<file path="config.mk">
export PLATFORM = sky130hd
export DESIGN_NAME = mux_6to1_arbiter
export DESIGN_NICKNAME = d
export VERILOG_FILES = /design/src/rtl/mux_6to1_arbiter.sv
export SDC_FILE = /design/constraint.sdc
export NUM_CORES = 1
export LEC_CHECK = 0
export ABC_AREA = 1
export ABC_CLOCK_PERIOD_IN_PS = 3750
export CAP_MARGIN = 20
export CORE_MARGIN = 2
export CORE_UTILIZATION = 59
export CTS_BUF_LIST = sky130_fd_sc_hd__clkbuf_8
export DETAILED_ROUTE_END_ITERATION = 10
export PLACE_DENSITY = 0.88
export SLEW_MARGIN = 25
export SYNTH_ARGS = -nofsm -noshare
export SYNTH_HDL_FRONTEND = slang
export SYNTH_SLANG_ARGS = --single-unit
</file>
<file path="constraint.sdc">
create_clock -name clk -period 3.75 [get_ports clk]
set_input_delay 0.75 -clock clk [delete_from_list [all_inputs] [get_ports clk]]
set_output_delay 0.75 -clock clk [all_outputs]
set_load 0.02 [all_outputs]
</file>
<file path="src/rtl/mux_6to1_arbiter.sv">
// mux_6to1_arbiter
//   Round-robin arbiter and sequencer for the shared 6-to-1 32-bit datapath mux.
//   Picks one of six requesters, drives the registered mux select, and presents
//   a valid/ready handshake to the single downstream consumer. Locked bursts are
//   bounded by MAX_BURST so that no requester can starve the others.
//
//   Optional feature macro: MUX6_ARB_PRIORITY_EN
//     defined   : source 0 wins every arbitration point and never moves ptr.
//     undefined : pure round-robin over all six sources.
//
// Ports:
//   clk        in   1  rising-edge clock
//   reset_n    in   1  asynchronous active-low reset
//   req        in   6  per-source request, held until its ack bit pulses
//   req_lock   in   6  per-source burst-continue hint, sampled at handshake
//   out_ready  in   1  consumer accepts the current mux output word
//   selector   out  3  registered mux select, always 0..5
//   grant      out  6  registered one-hot current owner
//   out_valid  out  1  registered, mux output valid for the consumer
//   ack        out  6  combinational transfer strobe for the owner
//   busy       out  1  registered, high while a source owns the mux
module mux_6to1_arbiter #(
    parameter int MAX_BURST = 4
) (
    input  logic       clk,
    input  logic       reset_n,
    input  logic [5:0] req,
    input  logic [5:0] req_lock,
    input  logic       out_ready,
    output logic [2:0] selector,
    output logic [5:0] grant,
    output logic       out_valid,
    output logic [5:0] ack,
    output logic       busy
);

    localparam logic [0:0] ST_IDLE    = 1'b0;
    localparam logic [0:0] ST_GRANT   = 1'b1;
    localparam logic [3:0] BURST_LAST = 4'(MAX_BURST - 1);

    // Returns {found, index}: first set candidate searching from last+1 upward,
    // wrapping 5->0. With the priority build, candidate 0 always wins.
    function automatic logic [3:0] pick_winner(input logic [5:0] cand,
                                               input logic [2:0] last);
        logic [3:0] res;
        logic [3:0] pos;
        res = 4'd0;
        // Walk from the farthest slot to the nearest so the nearest hit is kept.
        for (int i = 6; i >= 1; i--) begin
            pos = {1'b0, last} + 4'(i);
            if (pos >= 4'd6) begin
                pos = pos - 4'd6;
            end else begin
                pos = pos;
            end
            if (cand[pos[2:0]]) begin
                res = {1'b1, pos[2:0]};
            end else begin
                res = res;
            end
        end
`ifdef MUX6_ARB_PRIORITY_EN
        if (cand[0]) begin
            res = {1'b1, 3'd0};
        end else begin
            res = res;
        end
`endif
        return res;
    endfunction

    logic [0:0] state_q,    state_d;
    logic [2:0] selector_q, selector_d;
    logic [5:0] grant_q,    grant_d;
    logic       valid_q,    valid_d;
    logic       busy_q,     busy_d;
    logic [2:0] ptr_q,      ptr_d;
    logic [3:0] cnt_q,      cnt_d;

    logic       hs_s;
    logic       own_req_s;
    logic       lock_go_s;
    logic       burst_end_s;
    logic       preempt_s;
    logic       load_s;
    logic [5:0] others_s;
    logic [3:0] win_s;

    assign hs_s        = valid_q & out_ready;
    assign own_req_s   = req[selector_q];
    assign lock_go_s   = hs_s & req_lock[selector_q] & own_req_s & (cnt_q < BURST_LAST);
    assign burst_end_s = hs_s & req_lock[selector_q] & own_req_s & (cnt_q >= BURST_LAST);
    // The current owner is never a candidate: after a handshake its request is
    // consumed, and after an abort its request bit is already low. In IDLE
    // grant_q is zero, so this is simply req.
    assign others_s    = req & ~grant_q;
    assign win_s       = pick_winner(others_s, ptr_q);

`ifdef MUX6_ARB_PRIORITY_EN
    assign preempt_s = others_s[0];
`else
    assign preempt_s = 1'b0;
`endif

    // Next-state and next-output computation for the IDLE/GRANT sequencer.
    always_comb begin
        state_d    = state_q;
        selector_d = selector_q;
        grant_d    = grant_q;
        valid_d    = valid_q;
        busy_d     = busy_q;
        ptr_d      = ptr_q;
        cnt_d      = cnt_q;
        load_s     = 1'b0;
        case (state_q)
            ST_IDLE: begin
                if (win_s[3]) begin
                    load_s = 1'b1;
                end else begin
                    state_d = ST_IDLE;
                end
            end
            ST_GRANT: begin
                if (!hs_s && own_req_s) begin
                    // Stalled by the consumer: everything holds.
                    state_d = ST_GRANT;
                end else if (lock_go_s && !preempt_s) begin
                    cnt_d = cnt_q + 4'd1;
                end else if (win_s[3]) begin
                    load_s = 1'b1;
                end else if (burst_end_s) begin
                    // Forced rotation found nobody else: restart the burst.
                    cnt_d = 4'd0;
                end else begin
                    state_d = ST_IDLE;
                    grant_d = 6'd0;
                    valid_d = 1'b0;
                    busy_d  = 1'b0;
                    cnt_d   = 4'd0;
                end
            end
            default: begin
                state_d = ST_IDLE;
                grant_d = 6'd0;
                valid_d = 1'b0;
                busy_d  = 1'b0;
                cnt_d   = 4'd0;
            end
        endcase

        if (load_s) begin
            state_d    = ST_GRANT;
            selector_d = win_s[2:0];
            grant_d    = 6'b000001 << win_s[2:0];
            valid_d    = 1'b1;
            busy_d     = 1'b1;
            cnt_d      = 4'd0;
`ifdef MUX6_ARB_PRIORITY_EN
            // Priority grants leave the round-robin position untouched.
            if (win_s[2:0] != 3'd0) begin
                ptr_d = win_s[2:0];
            end else begin
                ptr_d = ptr_q;
            end
`else
            ptr_d = win_s[2:0];
`endif
        end else begin
            ptr_d = ptr_d;
        end
    end

    // State and registered outputs; reset clears them asynchronously.
    always_ff @(posedge clk or negedge reset_n) begin
        if (!reset_n) begin
            state_q    <= ST_IDLE;
            selector_q <= 3'd0;
            grant_q    <= 6'd0;
            valid_q    <= 1'b0;
            busy_q     <= 1'b0;
            ptr_q      <= 3'd5;
            cnt_q      <= 4'd0;
        end else begin
            state_q    <= state_d;
            selector_q <= selector_d;
            grant_q    <= grant_d;
            valid_q    <= valid_d;
            busy_q     <= busy_d;
            ptr_q      <= ptr_d;
            cnt_q      <= cnt_d;
        end
    end

    assign selector  = selector_q;
    assign grant     = grant_q;
    assign out_valid = valid_q;
    assign busy      = busy_q;
    assign ack       = grant_q & {6{valid_q & out_ready}};

endmodule

</file>
==> results of run 1 <==
==> registers in the layout, summed over array words and instances (netlist names) <==
signal    count
cnt_q         4
selector      3
state_q       1
grant         6
busy          1
ptr_q         2
==> through the flow <==
step / util / cell area [µm²] / hold slack (ns) / cells
after floorplan: - / 1820 / 0.450 / 284
after global placement: 0.707 / 2120 / 0.463 / 342
after detailed placement: 0.707 / 2120 / 0.490 / 342
after CTS: 0.722 / 2170 / 0.499 / 346
after global routing: 0.722 / 2170 / 0.521 / 346
final: 0.722 / 2170 / 0.495 / 346
==> metal layers <==
| metal | wire, µm | vias to the layer above | GRT usage |
|---|---|---|---|
| li1 | - | 971 | - |
| met1 | 2010 | 849 | 0.351 |
| met2 | 2110 | 56 | 0.455 |
| met3 | 177 | 6 | 0.0175 |
| met4 | 46 | 0 | 0.0667 |
| met5 | 0 | - | 0 |
==> cells in the final DEF (no fill, tap or decap), types with 7 or more instances in the layout <==
cell type | Yosys | routed
inv_1 | 35 | 35
inv_2 | 7 | 7
o21ai_0 | 10 | 10
dfrtp_1 | 15 | 15
nor2_1 | 24 | 24
nand2_2 | 11 | 11
ha_1 | 10 | 10
o21ai_1 | 8 | 8
nand3_1 | 35 | 35
clkdlybuf4s50_1 | 0 | 31
nand2_1 | 79 | 79
==> final cells by class <==
cell class	count	area (µm²)
Clock inverter	1	5.00
Fill cell	258	835
Clock buffer	3	41.3
Multi-Input combinational cell	218	1180
Inverter	43	164
Sequential cell	17	428
Timing Repair Buffer	31	310
Tap cell	33	41.3
==> how the worst max path moves through the flow <==
| stage | from | endpoint | slack (ns) | cells after the start |
|---|---|---|---|---|
| 3_5_place_dp | out_ready | ack[0] | 0.80 | 4 |
| 2_1_floorplan | selector[1] | grant[3] | 1.27 | 16 |
| 4_1_cts | ptr_q[0] | grant[4] | 0.76 | 16 |
| 6_report | selector[1] | grant[4] | 0.75 | 16 |
| 5_1_grt | selector[1] | grant[5] | 0.45 | 16 |
| 3_3_place_gp | out_ready | ack[3] | 0.81 | 4 |
==> logic make-up after synthesis <==
group | count (synthesis)
AOI/OAI and AO/OA | 37
xor gates and xnor gates | 2
adders and majority gates | 10
buffers and inverters | 49
DFF | 17
and+or+nand+nor | 169
==> worst max-delay path, cell delays in order, from the launching register on <==
cell	delay, ns
dfrtp_1	0.57
inv_1	0.28
ha_1	0.56
inv_1	0.18
nand3_2	0.11
o21ai_1	0.06
nand2_1	0.08
nand2_1	0.06
inv_2	0.08
nor2_2	0.04
nor2_2	0.17
nor2_4	0.07
nand3_2	0.12
nand2_4	0.07
inv_4	0.15
nand3_2	0.16
o21ai_1	0.15
==> reports/results.tsv, run 1 <==
stage	metric	value	unit
synthesis	synth_area	0.00182	mm²
floorplan	fp-row-count	20	
floorplan	coreArea	0.00300	mm²
synthesis	ys_seq_area_frac	0.235	
placement	hpwl	3.47	mm
floorplan	start_util	0.605	
clock_tree	ctsResizeCount	0	
synthesis	synth-main-ff-cell	dfrtp_1	
timing	relSlewSlack	0.478	
timing	setup_tns	0	ns
clock_tree	clk-insertion-delay-late	0.25	ns
worst_hold_path	hold_path_depth	1	
job	maxCapViolCount	0	
clock_tree	cts_buffers	3	
layout	drive_gt1_frac	0.150	
layout	antenna_cells	0	
outcome	status	complete, no violations	
global_route	grt_pass1_wl	7.12	mm
floorplan	die_w	59.5	µm
worst_hold_path	hold_class	register to register	
timing	final-hold-violation-count	0	
synthesis	synth_compound_area_frac	0.131	
critical_path	end_kind	register	
critical_path	reg2regPathDepth	16	
clock_tree	clock_path_buffers	2	
synthesis	syn_avg_cell_area	6.40	µm²
timing	fin_crit	3.00	ns
synthesis	async_flop_share	1.00	
critical_path	crit_type	register to register	
timing	tightest_slew	0.781	ns
global_route	grt_use_total	0.261	
floorplan	fp.dieH	59.5	µm
layout	syn_to_final_growth	19.3	%
clock_tree	root_buffer	clkbuf_8	
synthesis	synth_fp_nets	309	
route	drt_iter0_drc	146	
global_route	grt_pass1_vias	1647	
synthesis	ys_ff_latch	17	
synthesis	syn_inst	284	
worst_hold_path	hp-start	cnt_q[0]	
synthesis	yosys_warnings	0	
critical_path	timing.rr.end	grant[4]	
floorplan	ioPinCount	32	
placement	portBuffers	31	
timing	grt_setup_unrepaired	no	
clock_tree	cts-htree-levels	1	
route	dr.pass1.iters	4	
critical_path	crit_required	3.93	ns
synthesis	synth_top_area_cell	dfrtp_1	
timing	clock_skew	0.00125	ns
clock_tree	cts_sinks	17	
synthesis	synth_top_family_by_area	simple AND/OR/NAND/NOR gates	
synthesis	post-synth-top-count-cell	nand2_1	
critical_path	worst-r2r-setup-slack	0.75	ns
global_route	antenna_found_initial	0	
route	vias_per_cell	5.44	
global_route	grt_max_degree	18	
floorplan	die-area	0.00354	mm²
clock_tree	postCtsHoldBufs	0	
route	wl_per_cell	12.6	µm
route	post-route-drc-count	0	
route	wl	4.35	mm
timing	fin_crit_sh	0.799	
global_route	gr-total-overflow	0	
clock_tree	postCtsSetupRepairBufs	0	
synthesis	synth_xor_area_frac	0.00964	
critical_path	critical_path_peak_fanout	11	
layout	layout.nets	339	
synthesis	yosys-top-cells-count	nand2_1 (79), inv_1 (35), nand3_1 (35), nor2_1 (24), dfrtp_1 (15)	
synthesis	synth-simple-area-share	0.439	
synthesis	ys_types	32	
critical_path	start_kind	register	
critical_path	timing.rr.start	selector[1]	
clock_tree	cts_tree	built	
placement	place_ws	0.805	ns
timing	finalSetupViolCount	0	
worst_hold_path	min_to	cnt_q[0]	
timing	setup_slack	0.752	ns
clock_tree	cts.clk_slew.worst_paths	0.07	ns
placement	place_congestion	0.915	
route	vias	1882	
timing	slew_viol_final	0	
synthesis	synth_area_leaders	dfrtp_1 (21%), nand2_1 (16%), nand3_1 (9.6%)	
route	ant_nets	0	
synthesis	synth_edf_count	0	
critical_path	cp.arrival	3.18	ns
synthesis	synth_mux_area_frac	0	
timing	fmax	334	MHz
synthesis	synth_top_area_frac	0.206	
synthesis	synth-adder-area-share	0.0688	
Power of run 1 is left out: the tool's default activity adds up to more than one toggle a clock period on the data nets, which glitch-free logic cannot reach.
==> run 2, diff against run 1 <==
- ABC_CLOCK_PERIOD_IN_PS: 3750 -> 2900
- CORE_UTILIZATION: 59 -> 55
- PLACE_DENSITY: 0.88 -> 0.83
- clock period: 3.75 -> 2.9 ns (I/O delays scaled with it)
==> reports/results.tsv, run 2 (synthesis gave the netlist of run 1 again) <==
stage	metric	value	unit
outcome	status	complete, no violations	
route	wl_per_cell	12.8	µm
timing	tightest_slew	0.755	ns
clock_tree	cts_sinks	17	
critical_path	start_kind	register	
floorplan	coreArea	0.00310	mm²
floorplan	die-area	0.00378	mm²
timing	final-hold-violation-count	0	
critical_path	end_kind	register	
global_route	grt_max_degree	18	
placement	place_congestion	0.955	
placement	place_area	0.00217	mm²
floorplan	die_w	61.5	µm
route	post-route-drc-count	0	
clock_tree	root_buffer	clkbuf_8	
layout	drive_gt1_frac	0.178	
route	vias_per_cell	5.31	
clock_tree	cts_tree	built	
job	maxCapViolCount	0	
route	wl	4.67	mm
timing	clock_skew	0.000947	ns
clock_tree	clock_path_buffers	2	
layout	mostFrequentLayoutCells	nand2_1 (79), inv_1 (35), nand3_1 (35), clkdlybuf4s50_1 (31), nor2_1 (24)	
layout	largest_reg_flops	6	
floorplan	start_util	0.586	
layout	mostFrequentLayoutCell	nand2_1	
timing	finalSetupViolCount	0	
critical_path	critical_path_peak_fanout	11	
timing	grt_setup_unrepaired	no	
global_route	gr-total-overflow	0	
worst_hold_path	hold_class	register to register	
layout	final_cell_area	0.00225	mm²
route	ant_nets	0	
floorplan	ioPinCount	32	
floorplan	fp-row-count	20	
clock_tree	cts-htree-levels	1	
layout	nFillCells	268	
timing	slew_viol_final	0	
timing	relSlewSlack	0.495	
layout	layout.nets	346	
layout	instances_no_fill	364	
layout	final_util	0.725	
timing	fin_crit_sh	0.915	
clock_tree	postCtsHoldBufs	0	
clock_tree	clk-insertion-delay-late	0.25	ns
timing	setup_tns	0	ns
clock_tree	cts_buffers	3	
route	dr.pass1.iters	5	
critical_path	cp.arrival	2.79	ns
global_route	grt_use_total	0.265	
timing	fmax	377	MHz
placement	place_inst	357	
timing	fin_crit	2.65	ns
critical_path	crit_type	register to register	
placement	hpwl	3.80	mm
layout	syn_to_final_growth	23.7	%
route	drt_iter0_drc	186	
global_route	antenna_found_initial	0	
global_route	grt_pass1_vias	1702	
layout	antenna_cells	0	
clock_tree	cts.clk_slew.worst_paths	0.06	ns
floorplan	fp.dieH	61.5	µm
global_route	grt_pass1_wl	7.55	mm
route	vias	1932	
placement	portBuffers	31	
critical_path	crit_required	3.03	ns
-- run 2: through the flow --
stage	hold slack, ns	worst slack, ns
2_1_floorplan	0.284	0.415
5_1_grt	0.510	0.00148
4_1_cts	0.490	0.203
3_5_place_dp	0.482	0.210
3_3_place_gp	0.473	0.230
6_report	0.487	0.248
-- run 2: routing by layer --
metal  up-vias  track usage  wire length [µm]
li1        985            -                 -
met1       898        0.373              2210
met2        49        0.445              2200
met3         0       0.0462               257
met4         0       0.0182                 0
met5         -            0                 0
-- run 2: cell type report --
cell class,count,area (µm²),area share
timing repair buffer,38,363,0.161
sequential,17,428,0.190
inverter,43,164,0.0729
tap,44,55.1,0.0245
clock inverter,1,3.75,0.00167
clock buffer,3,41.3,0.0184
multi-input combinational,218,1190,0.531
-- run 2: worst paths after layout --
kind / from / end / slack (ns) / cells after the start
setup / recovery: ptr_q[2] / grant[5] / 0.25 / 15
hold / removal: cnt_q[0] / cnt_q[0] / 0.49 / 1
setup reg to reg: ptr_q[2] / grant[5] / 0.25 / 15
min in group asynchronous: reset_n / cnt_q[3] / 0.78 / 1
hold reg to reg: cnt_q[0] / cnt_q[0] / 0.49 / 1
max in group asynchronous: reset_n / grant[2] / 1.65 / 1
-- run 2: worst max-delay path: stages, from the launching register on --
cell and delay [ns]:
dfstp_2 0.64, inv_2 0.12, ha_1 0.44, inv_1 0.13
nor2_4 0.14, inv_1 0.05, o211ai_2 0.09, nand2_2 0.11
nor2_4 0.11, nand2_1 0.07, nor2_2 0.11, nand3_2 0.12
nand2_4 0.11, inv_4 0.08, nand3_2 0.13, o21ai_1 0.08
-- run 2: timing repair --
| item | in CTS | in global routing |
|---|---|---|
| endpoints found under the setup margin | 0 | 5 |
| hold endpoints to repair | 0 | 0 |
| gates resized for setup | 0 | 5 |
| buffers inserted | 0 | 3 |
Power of run 2 is left out for the same reason.
